$ cat config.mk
export PLATFORM = sky130hd
export DESIGN_NAME = tick_sched
export DESIGN_NICKNAME = d
export VERILOG_FILES = /design/src/rtl/tick_sched_pkg.sv /design/src/rtl/tick_sched_cnt.sv /design/src/rtl/tick_sched.sv
export SDC_FILE = /design/constraint.sdc
export NUM_CORES = 1
export LEC_CHECK = 0
export CAP_MARGIN = 0
export CELL_PAD_IN_SITES_DETAIL_PLACEMENT = 1
export CELL_PAD_IN_SITES_GLOBAL_PLACEMENT = 1
export CORE_MARGIN = 2
export CORE_UTILIZATION = 50
export DETAILED_ROUTE_END_ITERATION = 7
export PLACE_DENSITY_LB_ADDON = 0.1
export SLEW_MARGIN = 20
export SYNTH_ARGS = -nofsm -noshare
export SYNTH_HDL_FRONTEND = slang
export SYNTH_SLANG_ARGS = --single-unit
export TNS_END_PERCENT = 30
$ cat constraint.sdc
create_clock -name clk -period 5.7 [get_ports clk]
set_input_delay 1.71 -clock clk [delete_from_list [all_inputs] [get_ports clk]]
set_output_delay 1.71 -clock clk [all_outputs]
set_load 0.005 [all_outputs]
$ cat src/rtl/tick_sched_pkg.sv
// Shared FSM encoding and default widths for the tick scheduler.
package tick_sched_pkg;

   localparam int CNT_W_DEF  = 27;
   localparam int STEP_W_DEF = 8;

   typedef enum logic {
      ST_IDLE = 1'b0,
      ST_RUN  = 1'b1
   } state_t;

endpackage

$ cat src/rtl/tick_sched_cnt.sv
// Half-period counter: counts 0..H-1 and flags wrap combinationally at H-1 (H=0 behaves as 1).
// No backpressure; clear holds the count at zero.
module tick_sched_cnt
   import tick_sched_pkg::*;
#(
   parameter int CNT_W = CNT_W_DEF
) (
   input  logic             clk,
   input  logic             rst_n,
   input  logic             clear,
   input  logic [CNT_W-1:0] half,
   output logic             wrap
);

   logic [CNT_W-1:0] cnt;
   logic [CNT_W-1:0] last;

   always_comb begin
      last = '0;
      if (half != '0)
         last = half - CNT_W'(1);
   end

   assign wrap = (cnt == last);

   always_ff @(posedge clk or negedge rst_n) begin
      if (!rst_n)
         cnt <= '0;
      else if (clear || wrap)
         cnt <= '0;
      else
         cnt <= cnt + CNT_W'(1);
   end

endmodule

$ cat src/rtl/tick_sched.sv
// Divided clock / tick generator; first tick H cycles after start, then every 2H; outputs registered.
// Config handshake stalls (cfg_ready low) while a run-time update waits for the next falling edge.
module tick_sched
   import tick_sched_pkg::*;
#(
   parameter int CNT_W  = CNT_W_DEF,
   parameter int STEP_W = STEP_W_DEF
) (
   input  logic              clk,
   input  logic              rst_n,
   input  logic              cfg_valid,
   output logic              cfg_ready,
   input  logic [CNT_W-1:0]  cfg_half,
   input  logic [STEP_W-1:0] cfg_steps,
   input  logic              start,
   input  logic              stop,
   output logic              clk_out,
   output logic              tick,
   output logic              done,
   output logic              busy,
   output logic [STEP_W-1:0] step_idx
);

   state_t            state;
   logic [CNT_W-1:0]  act_half;
   logic [CNT_W-1:0]  sh_half;
   logic [STEP_W-1:0] act_steps;
   logic [STEP_W-1:0] sh_steps;
   logic              sh_full;
   logic              wrap;
   logic              cfg_acc;
   logic              rise;
   logic              fall;
   logic              finish;
   logic [STEP_W-1:0] eff_steps;

   tick_sched_cnt #(.CNT_W(CNT_W)) u_cnt (
      .clk   (clk),
      .rst_n (rst_n),
      .clear (state != ST_RUN),
      .half  (act_half),
      .wrap  (wrap)
   );

   assign cfg_ready = !sh_full;
   assign cfg_acc   = cfg_valid && !sh_full;
   assign rise      = (state == ST_RUN) && wrap && !clk_out;
   assign fall      = (state == ST_RUN) && wrap && clk_out;

   // A pending step count is judged at the same falling edge that installs it.
   assign eff_steps = sh_full ? sh_steps : act_steps;
   assign finish    = fall && (eff_steps != '0) && (step_idx >= eff_steps);

   always_ff @(posedge clk or negedge rst_n) begin
      if (!rst_n) begin
         state     <= ST_IDLE;
         clk_out   <= 1'b0;
         tick      <= 1'b0;
         done      <= 1'b0;
         busy      <= 1'b0;
         step_idx  <= '0;
         sh_full   <= 1'b0;
         sh_half   <= '0;
         sh_steps  <= '0;
         act_half  <= CNT_W'(1);
         act_steps <= '0;
      end else begin
         tick <= 1'b0;
         done <= 1'b0;
         case (state)
            ST_IDLE: begin
               busy <= 1'b0;
               if (cfg_acc) begin
                  act_half  <= cfg_half;
                  act_steps <= cfg_steps;
               end
               if (start && !stop) begin
                  state    <= ST_RUN;
                  busy     <= 1'b1;
                  step_idx <= '0;
                  clk_out  <= 1'b0;
               end
            end
            ST_RUN: begin
               if (stop) begin
                  state   <= ST_IDLE;
                  clk_out <= 1'b0;
                  busy    <= 1'b0;
                  sh_full <= 1'b0;
               end else begin
                  if (cfg_acc) begin
                     sh_full  <= 1'b1;
                     sh_half  <= cfg_half;
                     sh_steps <= cfg_steps;
                  end
                  if (rise) begin
                     clk_out <= 1'b1;
                     tick    <= 1'b1;
                     if (step_idx != {STEP_W{1'b1}})
                        step_idx <= step_idx + STEP_W'(1);
                  end
                  if (fall) begin
                     clk_out <= 1'b0;
                     if (sh_full) begin
                        act_half  <= sh_half;
                        act_steps <= sh_steps;
                        sh_full   <= 1'b0;
                     end
                     // busy stays high through the done cycle and drops from IDLE next cycle.
                     if (finish) begin
                        state <= ST_IDLE;
                        done  <= 1'b1;
                     end
                  end
               end
            end
            default: state <= ST_IDLE;
         endcase
      end
   end

endmodule

==> metrics.cfg <==
[outcome]
status=complete, no violations

[clock_network]
insertion_delay_ns=0.36
clk_pin_slew_ns=0.07
cts_buffers=9
post-cts-setup-buffers=0
clockRootBuffer=clkbuf_16
clock_path_buffers=2
cts_tree=built
htree_levels=3
cts_sinks=111
cts_hold_buffers=0
post_cts_resize_count=0

[timing]
slew_viol_final=0
finalHoldViolCount=0
slew_headroom_pct=32.6
fin_hold_ws_ns=0.509
rsz0062_at_grt=no
period_needed_ns=5.06
skew_ns=0.00664
setup_viol=0
fmax_ghz=0.198
tightest_slew_ns=1.01
fin_crit_sh_pct=88.7
setup_tns_ns=0

[synthesis]
yosys-top-cells-count=110 x dfrtp_1, 70 x mux2_2, 60 x nor2_1, 33 x mux2i_1, 28 x nand3_1
ys_seq_area_share_pct=40.9
synth_edf_count=0
synthTopCellsByArea=dfrtp_1 41%, mux2_2 12%, mux2i_1 4.9%, xnor2_1 3.4%, nor2_1 3.3%
synthXorXnorAreaFrac_pct=6.65
synth_top_family_by_area=simple AND/OR/NAND/NOR gates
synth_compound_area_share_pct=9.62
yosysMostFrequentCell=dfrtp_1
ys.flop_type=dfrtp_1
synthCells=669
synthSimpleGateAreaFrac_pct=18.5
async_reset_ff_share_pct=100
syn-num-nets=720
syn_avg_cell_area_sq_um=10.1
yosys_register_bits=111
synth_mux_area_share_pct=18.4
synth_area_sq_mm=0.00679
ys_types=67
yosysWarnings=0
synth_top_area_cell=dfrtp_1
synth_top_area_share_pct=40.5
synthAdderAreaFrac_pct=2.03

[global_routing]
grt_pass1_vias=5913
grt_max_degree=76
grt_pass1_wl_um=31100
grt_use_total_pct=27.5
use_met3_pct=5.14
grt_use_met1_pct=36.3
grt-busiest-layer=met2
antenna_found_initial=0
gr-total-overflow=0
grt_use_met2_pct=46.3

[place]
gp_congestion=0.875
dp_hpwl_um=13700
port_buffers=52

[critical_path]
setup.worst_path.end_class=register
required_ns=5.95
crit_family=simple AND/OR/NAND/NOR gates
crit_slowest_cell=or4_1
critical_path_class=reg -> reg
path_max_fanout=24
critPathLaunchType=register
crit_buf_inv=1
path_cells=inv_1 -> ha_1 -> nor3b_2 -> nand3_1 -> nor4_1 -> mux2i_1 -> o21ai_0 -> or4b_1 -> or4_1 -> o21ai_4 -> mux2_2
cp.arrival_ns=5.30
critical_path.max_stage_delay_ns=0.87

[drt]
viasPerCell=6.02
wire_per_inst_um=21.1
num_vias=5321
drt_pass1_iterations=4
drt_iter0_markers=304
ant_nets=0
drc=0
routed_wl_um=18700

[pwr]
powerDensity_mw_per_mm2=394
power.leakage_uw=0.00319
power_uw=3050
irDropWorstVdd_mv=0.246

[die]
coreArea_sq_mm=0.0132
die_area_sq_mm=0.0145
die_y_um=121
start_util_pct=51.3
ios=53
rows=42
die_w_um=121

[worst_hold_path]
hold_class=reg -> reg

[layout]
regArea_sq_mm=0.00278
layout.nets=754
utilization_pct=58.4
layout-drive-gt1-share_pct=16.7
multi_input_comb_area_sq_mm=0.00375
diodes=0
area_growth_pct=13.8
fillers=1492

[flow_run]
cap_viol_max_count=0

==> registers in the layout (all words and copies together), names as in the netlist <==
name and cells:
clk_out 1, sh_full 1, state 1, done 1, act_half 27, sh_half 27
tick 1, sh_steps 8, act_steps 8, busy 1, u_cnt.cnt 27, step_idx 8
==> power breakdown <==
part	leakage (uW)	internal [uW]	switching (uW)	total [uW]
clock	0.000151	349	312	661
sequential	0.00141	1020	273	1290
combinational	0.00164	532	560	1090
==> final timing paths <==
kind	start	to	slack [ns]	cells past startpoint
max in group asynchronous	rst_n	u_cnt.cnt[7]$_DFF_PN0_	3.16	2
max reg2reg	act_half[1]$_DFFE_PN0P_	act_half[10]$_DFFE_PN0P_	0.64	11
max	act_half[1]$_DFFE_PN0P_	act_half[10]$_DFFE_PN0P_	0.64	11
min reg2reg	sh_half[0]$_DFFE_PN0P_	sh_half[0]$_DFFE_PN0P_	0.51	1
min	sh_half[0]$_DFFE_PN0P_	sh_half[0]$_DFFE_PN0P_	0.51	1
min in group asynchronous	rst_n	step_idx[1]$_DFFE_PN0P_	1.49	1
==> stage by stage <==
step	worst slack, ns	cell area, sq um	std cells
final	0.645	7730	884
after global routing	0.181	7730	884
after CTS	0.649	7730	884
after detailed placement	0.683	7420	868
after global placement	0.956	7420	868
after floorplan	1.81	6790	669
==> metal layers <==
layer  vias up  wire, um
li1       2493         -
met1      2693      8460
met2       108      9150
met3        27       698
met4         0       344
met5         -         0
==> logic make-up (layout without fill, tap and decap cells) <==
| kind of cell | count (synthesis) | after routing |
|---|---|---|
| fa+ha+maj | 11 | 11 |
| compound gates | 96 | 96 |
| simple gates | 228 | 228 |
| xor+xnor | 50 | 50 |
| flops | 111 | 111 |
| mux | 112 | 112 |
| buf+inv | 61 | 100 |
==> cells in the final DEF (no fill, tap or decap), drive strengths merged, types with 3 or more instances in the layout <==
cell	instances
and4	5
nor4	14
xnor2	26
clkdlybuf4s50	51
mux2	79
nand2b	6
nor3b	3
or4	11
or3	11
o31a	6
o21ai	20
a31oi	3
nor2	60
clkbuf	10
nand3b	4
and3	16
and2	4
dfrtp	110
a21o	7
nand3	28
o21bai	3
nand4	17
a32oi	3
mux2i	33
o31ai	8
nor3	13
ha	11
a21oi	23
nand2	24
or2	3
buf	10
o22ai	4
xor2	23
nor2b	5
inv	26
==> final cells by class <==
type,count,area share [%]
clock buffer,10,2.96
multi-input combinational,497,48.6
tap,176,2.85
timing repair buffer,61,7.58
clock inverter,6,0.971
sequential,111,36.0
inverter,23,1.12
(Power assumes the default switching activity.)
==> RTL edit: new RTL, same settings <==
Reset style: synchronous (`rst_n`), changed in 2 clocked blocks.
--- a/src/rtl/tick_sched_cnt.sv
+++ b/src/rtl/tick_sched_cnt.sv
@@ -23,7 +23,7 @@
 
    assign wrap = (cnt == last);
 
-   always_ff @(posedge clk or negedge rst_n) begin
+   always_ff @(posedge clk) begin
       if (!rst_n)
          cnt <= '0;
       else if (clear || wrap)
--- a/src/rtl/tick_sched.sv
+++ b/src/rtl/tick_sched.sv
@@ -51,7 +51,7 @@
    assign eff_steps = sh_full ? sh_steps : act_steps;
    assign finish    = fall && (eff_steps != '0) && (step_idx >= eff_steps);
 
-   always_ff @(posedge clk or negedge rst_n) begin
+   always_ff @(posedge clk) begin
       if (!rst_n) begin
          state     <= ST_IDLE;
          clk_out   <= 1'b0;
Formal check against the unedited RTL: differs if rst_n is asserted again (counterexample within 4 cycles, from zero or initial values and one cycle with rst_n low); with rst_n held inactive, the same outputs for 4 cycles.
==> RTL edit against the unedited design <==
Final area shrank 2.2%; wire length is 5.9% higher; area after synthesis down 1.3%; critical path type unchanged; worst setup slack better by 600 ps; sequential cell count unchanged; count of clock-buffer cells in the layout stayed put; largest cell class unchanged; critical endpoint is now act_half[9]$_SDFFE_PN0P_; critical path depth unchanged.
Power is not compared: it rests on default switching activity, and its combinational part moved more than twofold at a synthesized area within 25%.
==> RTL edit: results (changes against the unedited design) <==
grt_max_degree: 56  # -26%
status: "completed"
drive_above_1_share_pct: 7.21  # -9.5 points
place.gp.congestion: 0.936  # +6.9%
ys_seq_area_share_pct: 33.2  # -7.8 points
vias: 6225  # +17%
ys.flop_type: "dfxtp_1"
synthDistinctLibCells: 63  # -6.0%
min_from: "sh_half[3]$_SDFFE_PN0P_"
pre_cts_slack_ps: 1300  # +617 ps
dr.first_iter.drc_count: 378  # +24%
dpl.hpwl_microns: 14500  # +5.9%
finalClockSkew_ps: 11.0  # +4.34 ps
whs_endpoint: "sh_half[3]$_SDFFE_PN0P_"
crit_slowest_cell: "or4_4"
grt_pass1_vias: 6462  # +9.3%
globalRouteTotalUtil_pct: 28.6  # +1.1 points
synth_area_leaders: "dfxtp_1 (33%), mux2i_1 (6.9%), nand2_1 (6.2%), nor3b_2 (4.9%), nor3_1 (3.8%)"
tightest_slew_ps: 1000  # -5.53 ps
async_flop_share_pct: 0  # -100 points
max_stage_delay_ps: 610  # -260 ps
nNetsFinal: 892  # +18%
cp_max_fo: 54  # +130%
wl_per_cell_microns: 19.3  # -8.4%
holdWs_ps: 457  # -51.9 ps
cp-endpoint: "act_half[9]$_SDFFE_PN0P_"
crit_start: "act_half[16]$_SDFFE_PN0P_"
synth_fp_nets: 878  # +22%
[RTL edit: cell count changes after synthesis, moves of 20 or more]
cell      change
dfxtp_1     +111
o21ai_0      +31
nor3b_2      +24
a21oi_1      +25
dfrtp_1     -110
clkbuf_1     +20
mux2_2       -70
nor3_1       +39
nand2_1      +87
[RTL edit: per-stage QoR]
| step | total power, mW | instance area, sq um | utilization [%] | instances |
|---|---|---|---|---|
| floorplan | 1.07 | 6700 | - | 827 |
| global placement | 1.16 | 7240 | 55.1 | 1006 |
| detailed placement | 1.18 | 7240 | 55.1 | 1006 |
| CTS | 1.85 | 7560 | 57.5 | 1022 |
| global route | 1.92 | 7560 | 57.5 | 1022 |
| finish | 1.84 | 7560 | 57.5 | 1022 |
[RTL edit: logic make-up after synthesis]
| family | count (synthesis) | share of synthesized area, % |
|---|---|---|
| compound gates | 153 | 14.0 |
| xor+xnor | 50 | 7.15 |
| fa+ha+maj | 11 | 2.05 |
| buf+inv | 77 | 5.16 |
| flops | 111 | 33.2 |
| mux | 46 | 6.87 |
| simple gates | 379 | 31.5 |
[RTL edit: routing by layer]
| layer | part of all wire [%] | global-route usage (%) | vias up |
|---|---|---|---|
| met5 | 0 | 0 | - |
| met4 | 1.2 | 6.76 | 0 |
| met3 | 3.3 | 3.99 | 20 |
| met2 | 48 | 48.1 | 116 |
| met1 | 47 | 39.0 | 3094 |
| li1 | - | - | 2995 |
[RTL edit: area by class of cell]
class | instances | area [sq um] | area share [%]
Multi-Input combinational cell | 639 | 4140 | 54.7
Sequential cell | 111 | 2220 | 29.4
Timing Repair Buffer | 61 | 588 | 7.78
Clock buffer | 10 | 239 | 3.16
Tap cell | 176 | 220 | 2.91
Clock inverter | 6 | 78.8 | 1.04
Inverter | 19 | 71.3 | 0.944
